<file path="src/rtl/cpu_core_param.sv">
// Multicycle accumulator CPU with req/ack instruction and data ports.
// Width-generic successor of the tp1 core; adds HALT and a MEM-skip path.
module cpu_core_param #(
    parameter int DATA_W = 8,
    parameter int ADDR_W = 8
) (
    input  logic              _iClk,
    input  logic              _iReset,
    output logic [ADDR_W-1:0] _oInstMemAddr,
    output logic              _oInstMemReq,
    input  logic              _iInstMemAck,
    input  logic [DATA_W-1:0] _iInstMemData,
    output logic [ADDR_W-1:0] _oDataMemAddr,
    output logic [DATA_W-1:0] _oDataMemWData,
    output logic              _oDataMemWrite,
    output logic              _oDataMemReq,
    input  logic              _iDataMemAck,
    input  logic [DATA_W-1:0] _iDataMemRData,
    output logic              _oHalted,
    output logic [DATA_W-1:0] _oAcc,
    output logic [2:0]        _oFlags
);

    localparam logic [3:0] OP_LOAD  = 4'd1;
    localparam logic [3:0] OP_STORE = 4'd2;
    localparam logic [3:0] OP_ADD   = 4'd3;
    localparam logic [3:0] OP_ADDC  = 4'd4;
    localparam logic [3:0] OP_SUB   = 4'd5;
    localparam logic [3:0] OP_SUBC  = 4'd6;
    localparam logic [3:0] OP_AND   = 4'd7;
    localparam logic [3:0] OP_OR    = 4'd8;
    localparam logic [3:0] OP_XOR   = 4'd9;
    localparam logic [3:0] OP_JUMP  = 4'd10;
    localparam logic [3:0] OP_JZ    = 4'd11;
    localparam logic [3:0] OP_JC    = 4'd12;
    localparam logic [3:0] OP_JN    = 4'd13;
    localparam logic [3:0] OP_HALT  = 4'd14;

    typedef enum logic [2:0] {
        ST_IF,
        ST_AF,
        ST_MEM,
        ST_EXWB,
        ST_HALT
    } state_t;

    state_t            state;
    logic [ADDR_W-1:0] pc;
    logic [DATA_W-1:0] acc;
    logic [DATA_W-1:0] arg;
    logic [DATA_W-1:0] memData;
    logic [4:0]        inst;
    logic              flagN;
    logic              flagC;
    logic              flagZ;

    logic [3:0]        opcode;
    logic              immBit;
    logic              isAlu;
    logic              isStore;
    logic              needMem;
    logic [DATA_W-1:0] opB;
    logic [DATA_W:0]   aluWide;
    logic [DATA_W-1:0] aluRes;
    logic              aluC;
    logic              aluWe;
    logic              loadWe;
    logic              jumpTaken;
    logic [ADDR_W-1:0] pcPlus2;
    logic [ADDR_W-1:0] pcNext;
    logic [DATA_W:0]   carryIn;

    assign opcode  = inst[3:0];
    assign immBit  = inst[4];
    assign isAlu   = (opcode >= OP_ADD) && (opcode <= OP_XOR);
    assign isStore = (opcode == OP_STORE);
    assign needMem = isStore || (!immBit && (opcode == OP_LOAD || isAlu));
    assign opB     = immBit ? arg : memData;
    assign carryIn = {{DATA_W{1'b0}}, flagC};

    always_comb begin
        aluWide = '0;
        aluWe   = 1'b0;
        loadWe  = 1'b0;
        unique case (opcode)
            OP_LOAD: loadWe = 1'b1;
            OP_ADD:  begin aluWide = {1'b0, acc} + {1'b0, opB}; aluWe = 1'b1; end
            OP_ADDC: begin aluWide = {1'b0, acc} + {1'b0, opB} + carryIn; aluWe = 1'b1; end
            OP_SUB:  begin aluWide = {1'b0, acc} - {1'b0, opB}; aluWe = 1'b1; end
            OP_SUBC: begin aluWide = {1'b0, acc} - {1'b0, opB} - carryIn; aluWe = 1'b1; end
            OP_AND:  begin aluWide = {1'b0, acc & opB}; aluWe = 1'b1; end
            OP_OR:   begin aluWide = {1'b0, acc | opB}; aluWe = 1'b1; end
            OP_XOR:  begin aluWide = {1'b0, acc ^ opB}; aluWe = 1'b1; end
            default: aluWide = '0;
        endcase
    end

    // Bit DATA_W is carry for adds and borrow for subtracts; logic ops clear it.
    assign aluRes = aluWide[DATA_W-1:0];
    assign aluC   = aluWide[DATA_W];

    always_comb begin
        jumpTaken = 1'b0;
        unique case (1'b1)
            opcode == OP_JUMP: jumpTaken = 1'b1;
            opcode == OP_JZ:   jumpTaken = flagZ;
            opcode == OP_JC:   jumpTaken = flagC;
            opcode == OP_JN:   jumpTaken = flagN;
            default:           jumpTaken = 1'b0;
        endcase
    end

    assign pcPlus2 = pc + ADDR_W'(2);
    assign pcNext  = jumpTaken ? pcPlus2 + arg[ADDR_W-1:0] : pcPlus2;

    always_ff @(posedge _iClk) begin
        if (_iReset) begin
            state          <= ST_IF;
            pc             <= '0;
            acc            <= '0;
            arg            <= '0;
            memData        <= '0;
            inst           <= '0;
            flagN          <= 1'b0;
            flagC          <= 1'b0;
            flagZ          <= 1'b1;
            _oInstMemReq   <= 1'b1;
            _oInstMemAddr  <= '0;
            _oDataMemReq   <= 1'b0;
            _oDataMemAddr  <= '0;
            _oDataMemWData <= '0;
            _oDataMemWrite <= 1'b0;
            _oHalted       <= 1'b0;
        end else begin
            unique case (state)
                ST_IF: begin
                    if (_oInstMemReq && _iInstMemAck) begin
                        inst          <= _iInstMemData[4:0];
                        _oInstMemAddr <= pc + ADDR_W'(1);
                        state         <= ST_AF;
                    end
                end
                ST_AF: begin
                    if (_oInstMemReq && _iInstMemAck) begin
                        arg          <= _iInstMemData;
                        _oInstMemReq <= 1'b0;
                        if (needMem) begin
                            _oDataMemReq   <= 1'b1;
                            _oDataMemWrite <= isStore;
                            // Immediate store swaps roles: acc is the address.
                            if (isStore && immBit) begin
                                _oDataMemAddr  <= acc[ADDR_W-1:0];
                                _oDataMemWData <= _iInstMemData;
                            end else begin
                                _oDataMemAddr  <= _iInstMemData[ADDR_W-1:0];
                                _oDataMemWData <= acc;
                            end
                            state <= ST_MEM;
                        end else begin
                            state <= ST_EXWB;
                        end
                    end
                end
                ST_MEM: begin
                    if (_oDataMemReq && _iDataMemAck) begin
                        memData        <= _iDataMemRData;
                        _oDataMemReq   <= 1'b0;
                        _oDataMemWrite <= 1'b0;
                        _oDataMemAddr  <= '0;
                        _oDataMemWData <= '0;
                        state          <= ST_EXWB;
                    end
                end
                ST_EXWB: begin
                    if (aluWe) begin
                        acc   <= aluRes;
                        flagC <= aluC;
                        flagZ <= (aluRes == '0);
                        flagN <= aluRes[DATA_W-1];
                    end else if (loadWe) begin
                        acc <= opB;
                    end
                    pc <= pcNext;
                    if (opcode == OP_HALT) begin
                        _oHalted <= 1'b1;
                        state    <= ST_HALT;
                    end else begin
                        _oInstMemReq  <= 1'b1;
                        _oInstMemAddr <= pcNext;
                        state         <= ST_IF;
                    end
                end
                ST_HALT: state <= ST_HALT;
                default: state <= ST_IF;
            endcase
        end
    end

    assign _oAcc   = acc;
    assign _oFlags = {flagN, flagC, flagZ};

endmodule

</file>
<file path="config.mk">
export PLATFORM = sky130hd
export DESIGN_NAME = cpu_core_param
export DESIGN_NICKNAME = d
export VERILOG_FILES = /design/src/rtl/cpu_core_param.sv
export SDC_FILE = /design/constraint.sdc
export NUM_CORES = 1
export LEC_CHECK = 0
export ABC_AREA = 1
export CELL_PAD_IN_SITES_DETAIL_PLACEMENT = 2
export CELL_PAD_IN_SITES_GLOBAL_PLACEMENT = 2
export CORE_ASPECT_RATIO = 0.8
export CORE_MARGIN = 1
export CORE_UTILIZATION = 30
export CTS_CLUSTER_DIAMETER = 40
export CTS_CLUSTER_SIZE = 28
export DETAILED_ROUTE_END_ITERATION = 8
export PLACE_DENSITY = 0.81
export SETUP_SLACK_MARGIN = 0.05
export SLEW_MARGIN = 0
export SYNTH_ARGS = -nofsm -noshare
export SYNTH_HDL_FRONTEND = slang
export SYNTH_SLANG_ARGS = --single-unit
</file>
<file path="constraint.sdc">
create_clock -name _iClk -period 6.4 [get_ports _iClk]
set_input_delay 1.28 -clock _iClk [delete_from_list [all_inputs] [get_ports _iClk]]
set_output_delay 1.28 -clock _iClk [all_outputs]
set_load 0.03 [all_outputs]
</file>
==> results.rst, run 1 <==
.. list-table::
   :header-rows: 1

   * - Metric
     - Value
   * - Initial drt markers
     - 359
   * - Share of total power in combinational logic
     - between 50 and 60%
   * - Die footprint
     - roughly 0.019 mm^2
   * - P&R area growth vs syn
     - 19.5%
   * - Final-layout worst hold slack
     - approximately 460 ps
   * - Unique cell type count in the Yosys netlist
     - 36
   * - Critical Path End Type
     - flip-flop
   * - Sequential group share of total power
     - 25.1%
   * - Routed wire length
     - between 20 and 25 mm
   * - Most frequent cell on the critical path
     - nor2_1
   * - Peak Freq
     - around 270 MHz
   * - Switching portion of total power
     - approximately 50%
   * - Area share of the leading cell type in the synthesized netlist
     - a little over a quarter
   * - Cell-by-cell listing of the critical path
     - inv_1, or2_2, o21ai_0, inv_1, ha_1, fa_1, nand2_1, nand2_1, nor2_1, nand3_1, nor2_1, nand3_1, nor2_1, nor2_1, nor2_1, nand2_1, nand2_1, inv_1
   * - Routability congestion estimate from global placement
     - 0.886
   * - CTS Root Buffer Type
     - clkbuf_16
   * - # Post-CTS Setup Buffers
     - 0
   * - Maximum clock skew at final layout
     - ~5.8 ps
   * - Initial antenna violation count
     - 0
   * - Worst setup slack before clock tree synthesis
     - around 2800 ps
   * - CTS resizes
     - 0
   * - # clock sinks
     - roughly 70
   * - Critical path arrival
     - around 4000 ps
   * - Syn Inst Count
     - between 800 and 900
   * - Clock share of power
     - a little over a fifth
   * - Synthesized Nets
     - between 900 and 1k
   * - Largest buffer count on any clock path
     - 2
   * - Power per Cell Area
     - 374 mW/mm^2
   * - Crit Path Category
     - reg2reg
   * - Number of search-and-repair iterations in the first detailed-routing pass
     - 8
   * - Internal power
     - between 1000 and 1500 uW
   * - Ratio of final minimum period to clock period
     - between 50% and 60%
   * - Count of yosys warnings during synthesis
     - 0
   * - Residual antenna-violating net count after detailed routing
     - 0
   * - Hold bufs inserted after CTS
     - 0
   * - Number of flip-flops and latches in the synthesized netlist
     - between 70 and 80
   * - PnR worst setup slack
     - about 2700 ps
   * - Main area contributors after synthesis
     - dfxtp_1, nand2_1, ha_1
   * - Height of the die
     - around 120 um
   * - Most common cell after layout, fill and taps aside
     - nand2_1
   * - Final HPWL DP
     - ~18 mm
   * - Horiz. Die Dim
     - around 150 um
   * - Max Slew Vio Count
     - 0
   * - Register-to-register path setup slack
     - 2710 ps
   * - Worst hold start
     - _oDataMemWData[2]
   * - Setup repair after global routing missed its margin
     - false
   * - Number of instances in the placed design
     - roughly 1.1k
   * - Largest area contributor in the synthesized netlist
     - dfxtp_1
   * - Maximum fanout along the worst path
     - 13
   * - Depth of the CTS H-tree
     - 3
   * - Reg clk slew, reported paths
     - 60 ps
   * - Remaining design rule violation count
     - 7
   * - Total global routing overflow
     - 0
   * - Slew @ Worst Pin
     - between 1000 and 1500 ps
   * - Largest net degree at the start of global routing
     - 40
   * - Overall Power
     - about 2400 uW
   * - Placeable core region
     - about 0.017 mm^2
   * - Post-Syn Area
     - roughly 0.0054 mm^2
   * - Starting Density
     - between 30% and 40%
   * - Run status
     - complete, but fails checks
   * - Net switching power
     - between 1000 and 1500 uW
   * - Wire length per cell after detailed routing
     - roughly 20 um
   * - Highest-count cells in the layout ignoring fill and taps
     - nand2_1, nor2_1, inv_1
   * - Clock tree from TritonCTS
     - done
   * - Diode count
     - 0
   * - Critical Path Start Type
     - flip-flop
   * - Number of buffers inserted during clock tree synthesis
     - 9
   * - Via density
     - 5.26
   * - Final critical delay including setup and external delays
     - ~3700 ps
   * - Maximum cell stage delay along the critical path
     - 570 ps
   * - Fraction of layout instances using a drive strength above 1
     - 4.37%
   * - CP Data Required Time
     - approximately 6600 ps
   * - Hold Crit Class
     - reg2reg
   * - Number of setup violations in the final report
     - 0
   * - Number of top-level design ports
     - slightly below 60
   * - Cell family with most CP delay
     - simple AND/OR/NAND/NOR gates
   * - Number of buffers inserted by port buffering
     - 58
   * - Vias after detailed routing
     - 5991
   * - Source of the worst register-to-register timing path
     - inst[4]
   * - Startpoint of the most critical setup path
     - inst[4]
   * - Seq/Total Area, Yosys
     - 26.2%
   * - Via count of the first global-routing pass
     - just over 6k
   * - Slowest cell on crit path
     - dfxtp_1
   * - Max-cap viol count
     - 0
   * - Total routing usage reported by global routing
     - between 20% and 30%
   * - Worst slew margin
     - between 20% and 30%
   * - # nets final
     - between 900 and 1k
   * - Global-route wire length before repair
     - approximately 35 mm
   * - Failing checks
     - design-rule violations
   * - Skew-Pair Late Insertion Delay
     - roughly 330 ps
   * - Reported leakage power
     - approximately 0.0029 uW
   * - Mean instance size in the synthesized netlist
     - around 6.3 um^2
   * - Final standard cell count with taps included and fillers excluded
     - about 1.1k
   * - Max rail drop VDD
     - approximately 0.12 mV
   * - Critical path buffer and inverter count
     - 3
   * - Number of standard-cell rows in the floorplan
     - 43
   * - Final hold violation count
     - 0
   * - Setup tns final
     - 0 ps
[final cells by class]
class | count | area [um^2]
fillers | 2148 | 11000
multi-input cells | 657 | 3450
flip-flops and latches | 71 | 1420
repair buffers | 61 | 603
inverters | 110 | 418
well taps | 225 | 282
clock buffers | 11 | 243
clock inverters | 5 | 57.6
[power by group through the flow]
stage               Sequential (uW)  Clock (uW)  Combinational [uW]
detailed placement              612           0                1280
finish                          606         511                1300
global placement                609           0                1230
floorplan                       661           0                 789
global route                    615         543                1430
CTS                             604         519                1290
[Yosys cell counts, drive strengths merged]
master,number
a21oi,89
nand4,9
ha,38
o211a,1
xnor2,3
o21ai,62
inv,110
nor2,118
a21o,1
fa,3
o21bai,2
xor2,5
nand3b,3
clkbuf,17
nor3,9
buf,10
a31oi,8
nand3,59
dfxtp,71
nand2,210
o211ai,6
a211oi,18
or2,7
o22ai,4
o21a,1
o31ai,1
[cell families (layout without fill, tap and decap cells)]
logic type,count (synthesis),in the layout,share of synthesized area [%]
flip-flops,71,71,26.2
buffers and inverters,137,187,10.1
AO/OA/AOI/OAI,193,193,19.9
AND/OR/NAND/NOR,415,415,32.5
XOR/XNOR,8,8,1.29
adder cells (fa/ha/maj),41,41,9.89
[through the flow]
stage	cell area, um^2	util (%)
floorplan	5420	-
global placement	6170	35.3
detailed placement	6170	35.3
CTS	6470	37.0
global route	6470	37.0
finish	6470	37.0
[final timing paths]
check,depth (start not counted),to
worst min-delay path,2,_oDataMemWData[2]
worst min register to register,2,_oDataMemWData[2]
worst max register to register,18,_oAcc[7]
worst max-delay path,18,_oAcc[7]
[routing by layer]
layer  track usage [%]  vias to the layer above  routed length (um)
met5                 0                        -                   0
met4              4.21                        0                 231
met3              4.20                       17                 846
met2              38.3                       99                9750
met1              35.7                     2955               11700
li1                  -                     2920                   -
[worst min-delay path, stage by stage (launching register included)]
cell and delay, ps:
dfxtp_1 310, nand2_1 60, a21oi_1 50
[registers in the layout (all words and copies together), names as in the netlist, 3 cells and up]
name            cells
_oAcc               8
_oDataMemAddr       8
_oDataMemWData      8
_oInstMemAddr       8
arg                 8
inst                5
memData             8
pc                  8
state               3
No activity file was read; power rests on OpenSTA's default activity.
==> run 2, diff against run 1 <==
==> constraint.sdc (replaced) <==
create_clock -name _iClk -period 3.8 [get_ports _iClk]
set_input_delay 0.76 -clock _iClk [delete_from_list [all_inputs] [get_ports _iClk]]
set_output_delay 0.76 -clock _iClk [all_outputs]
set_load 0.03 [all_outputs]
==> results.rst, run 2 (synthesis results as in run 1) <==
.. list-table::
   :header-rows: 1

   * - Metric
     - Value
   * - Run status
     - complete, but fails checks
   * - Failing checks
     - design-rule violations
   * - Worst slew margin
     - about 27%
   * - Number of standard-cell rows in the floorplan
     - 43
   * - Critical Path End Type
     - flip-flop
   * - Number of instances in the placed design
     - between 1k and 1.5k
   * - Area of the multi-input gates
     - 0.00345 mm^2
   * - Skew-Pair Late Insertion Delay
     - approximately 340 ps
   * - Max rail drop VDD
     - 0.272 mV
   * - Worst setup slack before clock tree synthesis
     - 216 ps
   * - Register-to-register path setup slack
     - roughly 330 ps
   * - CTS Root Buffer Type
     - clkbuf_16
   * - Vias after detailed routing
     - between 6k and 7k
   * - Setup repair after global routing missed its margin
     - false
   * - Endpoint, Worst Hold
     - _oDataMemAddr[2]
   * - Starting Density
     - a little under a third
   * - Critical Path Start Type
     - flip-flop
   * - Number of buffers inserted by port buffering
     - just under 60
   * - Crit Path Category
     - reg2reg
   * - Number of buffers inserted during clock tree synthesis
     - 9
   * - P&R area growth vs syn
     - 21.0%
   * - Largest net degree at the start of global routing
     - 39
   * - Max Slew Vio Count
     - 0
   * - Final critical delay including setup and external delays
     - ~3500 ps
   * - Largest buffer count on any clock path
     - 2
   * - Wire length per cell after detailed routing
     - about 20 um
   * - Initial antenna violation count
     - 0
   * - Final HPWL DP
     - 18.0 mm
   * - Horiz. Die Dim
     - about 150 um
   * - Maximum clock skew at final layout
     - 10.5 ps
   * - Reg clk slew, reported paths
     - roughly 60 ps
   * - Die footprint
     - approximately 0.019 mm^2
   * - Routability congestion estimate from global placement
     - roughly 0.87
   * - Final hold violation count
     - 0
   * - Clock tree from TritonCTS
     - done
   * - Critical path arrival
     - ~3800 ps
   * - Number of top-level design ports
     - 59
   * - End of the worst register-to-register path
     - flagZ
   * - Maximum fanout along the worst path
     - 13
   * - Depth of the worst register-to-register path
     - 18
   * - Number of search-and-repair iterations in the first detailed-routing pass
     - 7
   * - Hold Crit Class
     - reg2reg
   * - Final standard cell count with taps included and fillers excluded
     - 1147
   * - # clock sinks
     - 71
   * - Ratio of final minimum period to clock period
     - roughly nine tenths
   * - Max-cap viol count
     - 0
   * - CP Data Required Time
     - about 4000 ps
   * - Depth of the CTS H-tree
     - 3
   * - Slew @ Worst Pin
     - 1090 ps
   * - Overall Power
     - between 4000 and 5000 uW
   * - Routed wire length
     - between 20 and 25 mm
   * - Highest-count cells in the layout ignoring fill and taps
     - nand2_1, nor2_1, inv_1
   * - Number of setup violations in the final report
     - 0
   * - Placeable core region
     - 0.0175 mm^2
   * - Initial drt markers
     - 351
   * - Remaining design rule violation count
     - 7
   * - Most common cell after layout, fill and taps aside
     - nand2_1
   * - Reported leakage power
     - just under 0.003 uW
   * - Worst hold start
     - _oDataMemAddr[2]
   * - WHS Path Cells
     - 2
   * - Peak Freq
     - a little under 300 MHz
   * - Total global routing overflow
     - 0
   * - Height of the die
     - around 120 um
   * - # nets final
     - approximately 980
   * - Hold bufs inserted after CTS
     - 0
   * - Global-route wire length before repair
     - 36.1 mm
   * - Total routing usage reported by global routing
     - approximately 25%
   * - Area of all sequential standard cells
     - 0.00143 mm^2
   * - Source of the worst register-to-register timing path
     - inst[4]
   * - Fraction of layout instances using a drive strength above 1
     - under 10%
   * - Fillers
     - about 2.1k
   * - Via density
     - between 5 and 6
   * - Diode count
     - 0
   * - Residual antenna-violating net count after detailed routing
     - 0
   * - Via count of the first global-routing pass
     - approximately 6.4k
   * - Power per Cell Area
     - 644 mW/mm^2
   * - Setup tns final
     - 0 ps
   * - PnR worst setup slack
     - 330 ps
==> run 2: worst max-delay path by stage <==
stage,start,cells after the start,end,slack [ps]
floorplan,inst[4],18,_oAcc[6],1050
global placement,inst[4],18,flagZ,270
detailed placement,inst[4],18,flagZ,220
CTS,inst[4],18,flagZ,150
global route,inst[4],19,flagZ,120
finish,inst[4],18,flagZ,330
==> run 2: final cells by class <==
| cell class | count | area share, % |
|---|---|---|
| multi-input combinational | 657 | 52.6 |
| sequential | 71 | 21.7 |
| timing repair buffer | 68 | 10.0 |
| inverter | 110 | 6.37 |
| tap | 225 | 4.29 |
| clock buffer | 10 | 3.65 |
| clock inverter | 6 | 1.37 |
==> run 2: worst max-delay path: stages, from the launching register on <==
cell     delay (ps)
dfxtp_4         420
inv_1           120
or2_2           280
o21ai_0         270
inv_1           260
fa_1            650
ha_1            180
inv_1            50
nor2_1          180
inv_1            60
nand2_1          70
nand3_1         100
nor2_1          210
nand2_1          80
nor2_1          130
nand2_1          70
nor2_1          120
nand3_1          90
nand2_1          60
==> run 2: power by group <==
part	internal [uW]	switching [uW]
logic	668	1580
registers	876	142
clock network	597	361
==> run 2: per-layer routing <==
| layer | GRT usage [%] | share of wire (%) | vias to the layer above |
|---|---|---|---|
| met2 | 40.1 | 43 | 132 |
| met4 | 5.93 | 1.4 | 0 |
| li1 | - | - | 2935 |
| met1 | 35.8 | 51 | 2996 |
| met5 | 0 | 0 | - |
| met3 | 4.23 | 4.6 | 22 |
==> run 2: through the flow <==
stage                     hold slack (ps)  instance area, um^2  util, %
after detailed placement              458                 6220     35.5
after global placement                442                 6220     35.5
final                                 462                 6560     37.5
after global routing                  488                 6560     37.5
after floorplan                       458                 5420        -
after CTS                             468                 6550     37.4
==> run 2: what timing repair did <==
action                                  CTS  global route
resized for setup                         0             2
setup buffers                             0             1
endpoints found under the setup margin    0             6
hold endpoints to repair                  0             0
